===== config.mk =====
export PLATFORM = sky130hd
export DESIGN_NAME = decoder_onehot_seq_flat
export DESIGN_NICKNAME = d
export VERILOG_FILES = /design/src/rtl/decoder_onehot_seq_if.sv /design/src/rtl/decoder_onehot_seq.sv /design/src/flat_wrapper.sv
export SDC_FILE = /design/constraint.sdc
export NUM_CORES = 1
export LEC_CHECK = 0
export ABC_AREA = 1
export BUFFER_PORTS_ARGS = -buffer_cell sky130_fd_sc_hd__buf_4
export CORE_MARGIN = 1
export CORE_UTILIZATION = 35
export DETAILED_ROUTE_END_ITERATION = 12
export PLACE_DENSITY_LB_ADDON = 0.12
export RECOVER_POWER = 50
export SLEW_MARGIN = 20
export SYNTH_ARGS = -nofsm -noshare
export SYNTH_HDL_FRONTEND = slang
export SYNTH_SLANG_ARGS = --single-unit
export TNS_END_PERCENT = 100

===== constraint.sdc =====
create_clock -name clk -period 1.56 [get_ports clk]
set_clock_uncertainty 0.05 [all_clocks]
set_input_delay 0.078 -clock clk [delete_from_list [all_inputs] [get_ports clk]]
set_output_delay 0.078 -clock clk [all_outputs]
set_load 0.01 [all_outputs]

===== src/rtl/decoder_onehot_seq_if.sv =====
// decoder_onehot_seq_if: control/status bundle between a requester and the one-hot decoder/sequencer
interface decoder_onehot_seq_if #(
  parameter int SEL_W = 3,
  parameter int N_OUT = 8
);
  logic             mode;
  logic             en;
  logic [SEL_W-1:0] sel;
  logic             start;
  logic             stop;
  logic [N_OUT-1:0] out;
  logic [SEL_W-1:0] idx;
  logic             valid;
  logic             busy;
  logic             done;
  logic             err;
  modport master (output mode, en, sel, start, stop, input out, idx, valid, busy, done, err);
  modport slave  (input mode, en, sel, start, stop, output out, idx, valid, busy, done, err);
endinterface


===== src/rtl/decoder_onehot_seq.sv =====
// decoder_onehot_seq: registered one-hot decoder with a built-in T-state step sequencer
module decoder_onehot_seq #(
  parameter int SEL_W = 3,
  parameter int N_OUT = 8,
  parameter bit WRAP  = 1'b1
) (
  input logic                  clk,
  input logic                  rst,
  decoder_onehot_seq_if.slave  b
);
  if (N_OUT < 2 || N_OUT > (1 << SEL_W)) begin : g_bad_n_out
    $error("decoder_onehot_seq: N_OUT must lie in 2..2**SEL_W");
  end
  typedef enum logic [1:0] {IDLE, RUN, DONE} state_t;
  localparam logic [SEL_W:0]   N_LIM = (SEL_W+1)'(N_OUT);
  localparam logic [SEL_W-1:0] LAST  = SEL_W'(N_OUT - 1);
  state_t           r_state, w_next;
  logic [N_OUT-1:0] r_out, w_out;
  logic [SEL_W-1:0] r_idx, w_idx;
  logic             r_valid, w_valid, r_busy, w_busy, r_done, w_done, r_err, w_err;
  always_comb begin
    w_next  = r_state;
    w_out   = '0;
    w_idx   = '0;
    w_valid = 1'b0;
    w_busy  = 1'b0;
    w_done  = 1'b0;
    w_err   = 1'b0;
    case (r_state)
      IDLE:
        if (!b.mode) begin
          if (b.en && ({1'b0, b.sel} < N_LIM)) begin
            w_out   = N_OUT'(1) << b.sel;
            w_idx   = b.sel;
            w_valid = 1'b1;
          end else begin
            w_err   = b.en;
          end
        end else if (b.start && !b.stop) begin
          w_next  = RUN;
          w_out   = N_OUT'(1);
          w_valid = 1'b1;
          w_busy  = 1'b1;
        end
      RUN:
        if (b.stop) begin
          w_next = IDLE;
        end else if (r_idx == LAST && !WRAP) begin
          w_next = DONE;
          w_done = 1'b1;
        end else begin
          // last-to-first wrap is explicit so partial ranges (N_OUT < 2**SEL_W) restart at bit 0
          w_out   = (r_idx == LAST) ? N_OUT'(1) : r_out << 1;
          w_idx   = (r_idx == LAST) ? '0 : r_idx + 1'b1;
          w_valid = 1'b1;
          w_busy  = 1'b1;
        end
      default:
        w_next = IDLE;
    endcase
  end
  always_ff @(posedge clk or posedge rst) begin
    if (rst) begin
      r_state <= IDLE;
      r_out   <= '0;
      r_idx   <= '0;
      r_valid <= 1'b0;
      r_busy  <= 1'b0;
      r_done  <= 1'b0;
      r_err   <= 1'b0;
    end else begin
      r_state <= w_next;
      r_out   <= w_out;
      r_idx   <= w_idx;
      r_valid <= w_valid;
      r_busy  <= w_busy;
      r_done  <= w_done;
      r_err   <= w_err;
    end
  end
  assign b.out   = r_out;
  assign b.idx   = r_idx;
  assign b.valid = r_valid;
  assign b.busy  = r_busy;
  assign b.done  = r_done;
  assign b.err   = r_err;
endmodule

===== src/flat_wrapper.sv =====
// flat-port wrapper written by rule: the top's interface ports become plain ports
module decoder_onehot_seq_flat 
#(
  parameter int SEL_W = 3,
  parameter int N_OUT = 8,
  parameter bit WRAP  = 1'b1
)
  (clk, rst, b_mode, b_en, b_sel, b_start, b_stop, b_out, b_idx, b_valid, b_busy, b_done, b_err);
  decoder_onehot_seq_if #(.SEL_W(SEL_W), .N_OUT(N_OUT)) b_i ();
  input logic clk;
  input logic rst;
  input wire logic [$bits(b_i.mode)-1:0] b_mode;
  input wire logic [$bits(b_i.en)-1:0] b_en;
  input wire logic [$bits(b_i.sel)-1:0] b_sel;
  input wire logic [$bits(b_i.start)-1:0] b_start;
  input wire logic [$bits(b_i.stop)-1:0] b_stop;
  output wire logic [$bits(b_i.out)-1:0] b_out;
  output wire logic [$bits(b_i.idx)-1:0] b_idx;
  output wire logic [$bits(b_i.valid)-1:0] b_valid;
  output wire logic [$bits(b_i.busy)-1:0] b_busy;
  output wire logic [$bits(b_i.done)-1:0] b_done;
  output wire logic [$bits(b_i.err)-1:0] b_err;
  assign b_i.mode = b_mode;
  assign b_i.en = b_en;
  assign b_i.sel = b_sel;
  assign b_i.start = b_start;
  assign b_i.stop = b_stop;
  assign b_out = b_i.out;
  assign b_idx = b_i.idx;
  assign b_valid = b_i.valid;
  assign b_busy = b_i.busy;
  assign b_done = b_i.done;
  assign b_err = b_i.err;
  decoder_onehot_seq #(.SEL_W(SEL_W), .N_OUT(N_OUT), .WRAP(WRAP)) u_core (.clk(clk), .rst(rst), .b(b_i));
endmodule

Word level (Yosys, flattened, before mapping). Index checks and enable logic that the tools add are counted.

Register bits: 15. Input bits: 9.

Shifts and indexed selects: 1. $add $sub $neg: 1. Equal/unequal tests: 5. Mux-type cells: 22. Reduce and logical (&&, ||, !) cells: 4.

Operators by type and width (number): $mux W8 (4); $pmux W8 S2 (1); $mux W3 (4); $shl A1 B3 Y8 const A (1); $mux W1 (6); $mux W2 (3); $pmux W3 S2 (1); $ne A2 B2 Y1 const B (2); $pmux W1 S2 (2); $pmux W2 S2 (1); $add A3 B1 Y3 const B (1); $eq A3 B3 Y1 const B (1); $reduce_and A3 Y1 (1); $eq A2 B1 Y1 const B (1); $logic_not A2 Y1 (1); $ne A2 B1 Y1 const B (1); $logic_and A1 B1 Y1 (1); $logic_not A1 Y1 (1).

Depth between registers and ports, before layout.
Word-level depth: 5. Depth in mapped cells: 7.

Worst setup path before layout. No wires, ideal clock.

Kind: reg-to-reg. From: register u_core.r_idx[0] (netlist: u_core.b.idx[0]). To: register u_core.r_out[1] (netlist: u_core.b.out[1]). Path buffers: 0. Setup slack: 343 ps. Arrival: 1102 ps. Stages on the path, launching flop included: 8. Data required time: 1445 ps. Cell sequence: dfrtp_1 -> ha_1 -> ha_1 -> inv_1 -> nand3_2 -> clkinv_2 -> nand2_1 -> nand2_1.

Cells in the longest elaborated chain, start to end: 4.

Ends and longest elaborated chain: start, declared (RTL line decoder_onehot_seq.sv:19) `logic [SEL_W-1:0] r_idx, w_idx;`; start signal, assigned (RTL line decoder_onehot_seq.sv:74) `r_idx <= w_idx;`; $eq A3 B3 Y1; $mux W8 (RTL line decoder_onehot_seq.sv:53) `w_out = (r_idx == LAST) ? N_OUT'(1) : r_out << 1;`; $mux W8 (RTL line decoder_onehot_seq.sv:46) `if (b.stop) begin`; $pmux W8 S2 (RTL line decoder_onehot_seq.sv:29) `case (r_state)`; via u_core.w_out[1] (RTL line decoder_onehot_seq.sv:18) `logic [N_OUT-1:0] r_out, w_out;`; end signal, assigned (RTL line decoder_onehot_seq.sv:73) `r_out <= w_out;`; end, declared (RTL line decoder_onehot_seq.sv:18).

The timed path passes the listed nets, and every way through them passes these cells. A chain may end at the register's enable or synchronous reset.

Worst setup path in the final report.
From: register u_core.r_idx[0] (netlist: u_core.b.idx[0]). To: register u_core.r_out[5] (netlist: u_core.b.out[5]).

Same word-level chain as after synthesis.

==> qor.yml <==
clocking:
  clock_latency_ps: 280
  cts_made_buffers: 3
  cts_sinks: 14
  ctsResizeCount: 0
  cts_tree: "built"
  cts_hold_buf: 2
  htreeDepth: 1
  clk_path_buf_depth: 2
  post-cts-setup-buffers: 0
  root_buffer: "clkbuf_4"
  path_clk_slew_ps: 80
placement:
  io_buffers: 21
  place_hpwl_um: 911
  place_congestion: 0.785
finish:
  drive_above_1_share_pct: 24.0
  final_cell_mix: "nand2_1 (22), buf_4 (16), dfrtp_1 (14), nand3_1 (12), inv_1 (8)"
  final_nets: 112
  fin_util_pct: 49.7
  area_growth_pct: 33.7
  fillers: 191
  diodes: 0
  final_common_cell: "nand2_1"
global_routing:
  grt_util_all_layers_pct: 15.4
  grt_antenna_before_repair: 0
  overflow: 0
  grtUsageMet1_pct: 20.5
  use_met3_pct: 7.60
  grt_pass1_wl_um: 2170
  grtUsageMet2_pct: 21.8
  grt_max_degree: 15
  top_usage_layer: "met2"
  grt_pass1_vias: 484
logic_synthesis:
  synth.ff_latch_count: 14
  ys_seq_area_share_pct: 54.6
  syn_area_per_cell_um2: 8.67
  synth_top_area_cell: "dfrtp_1"
  ys_top_cells_by_area: "dfrtp_1 (55%), nand2_1 (12%), nand3_1 (9.4%), inv_1 (4.7%), ha_1 (3.9%)"
  yosys_warnings: 0
  synth_area_um2: 642
  postSynthCellCount: 74
  synthDominantCellAreaShare_pct: 54.6
  synthDistinctLibCells: 16
setup_path:
  start_kind: "register"
  end_kind: "register"
  worst-path-max-fanout: 7
  timing.rr.start: "u_core.b.idx[0]"
  cp.arrival_ps: 1450
  crit_type: "register to register"
  critical_path_required_ps: 1730
  startpoint: "u_core.b.idx[0]"
routing:
  drt_iter0_drc: 12
  drt-pass1-iter-count: 4
  wl_per_cell_um: 9.86
  routed_wl_um: 1230
  drc: 0
  drt-vias-per-instance: 4.38
  dr_total_vias: 547
  antenna_left: 0
pwr:
  irDropWorstVdd_v: 0.000713
  p_leak_uw: 0.000496
  power.density_nw_per_um2: 872
sta:
  rsz0062_at_grt: "false"
  period_share_pct: 82.2
  max_freq_mhz: 780
  worstMarginPinSlew_ps: 534
  setup_viol: 0
  fin_setup_tns_ps: 0
  slew_violations: 0
  slew_headroom_pct: 64.4
  hold_viol: 0
  holdWs_ps: 10.9
  min_period_ps: 1280
floorplanning:
  dieHeight_um: 44.8
  start_util_pct: 37.2
  core_um2: 1730
  dieArea_um2: 2010
  die_w_um: 44.8
  io_pins: 24
  rows: 15
worst_hold_path:
  hp-class: "primary input to register"
  min_from: "b_sel[2]"
flow_run:
  cap_violations: 0
outcome:
  outcome: "finished, final reports clean"
## state kept, by name (all words and copies together), names as in the netlist
signal	cells
u_core.b.out	8
u_core.b.busy	1
u_core.b.idx	3
u_core.b.valid	1
u_core.r_state	1
## critical path: stages, from the launching register on
cell and delay [ps]:
dfrtp_1 400, ha_1 200, ha_1 180, inv_1 80
nand3_2 80, clkinv_2 100, nand2_1 50, nand2_1 60
## report_power, final
| group | internal, µW | switching, µW |
|---|---|---|
| clock network | 142 | 115 |
| logic | 43.5 | 56.7 |
| registers | 379 | 11.7 |
## cell usage after synthesis
library cell / n
nand3_2: 1
ha_1: 2
dfrtp_1: 14
o21ai_0: 1
clkinv_2: 1
o21ai_1: 2
nor2_4: 1
nand2_2: 1
inv_1: 8
nand2_1: 21
conb_1: 1
nor3_1: 1
nor2_1: 5
nand3b_1: 1
nand3_1: 12
buf_4: 2
## area by class of cell
class / instances / area, µm² / share of cell area (%)
Clock buffer: 4 / 36.3 / 4.23
Inverter: 9 / 35.0 / 4.08
Multi-Input combinational cell: 50 / 243 / 28.3
Sequential cell: 14 / 350 / 40.8
Tap cell: 25 / 31.3 / 3.64
Timing Repair Buffer: 23 / 163 / 19.0
## final timing paths
check | slack (ps) | end | depth (start not counted)
worst max-delay path | 280 | u_core.b.out[5] | 7
worst min-delay path | 10 | u_core.b.out[4] | 3
worst max register to register | 280 | u_core.b.out[5] | 7
worst min register to register | 430 | u_core.b.out[3] | 2
max in group asynchronous | 770 | u_core.b.out[5] | 3
min in group asynchronous | 340 | u_core.b.valid | 3
## routing by layer
layer | vias to the layer above | part of all wire, %
met2 | 16 | 41
met5 | - | 0
met1 | 245 | 51
li1 | 284 | -
met4 | 0 | 0.97
met3 | 2 | 7.0
## stage by stage
stage	cells	total power (µW)	area [µm²]	setup slack (ps)
final	125	748	858	278
after global placement	119	502	820	329
after detailed placement	119	501	820	283
after floorplan	75	452	646	343
after global routing	125	795	858	180
after CTS	125	765	876	265
## logic make-up after synthesis
logic type,synth area share [%]
AOI/OAI and AO/OA,2.34
adders and majority gates,3.90
buffers and inverters,7.80
DFF,54.6
other,0.584
and+or+nand+nor,30.8
No activity file was read; power rests on OpenSTA's default activity.
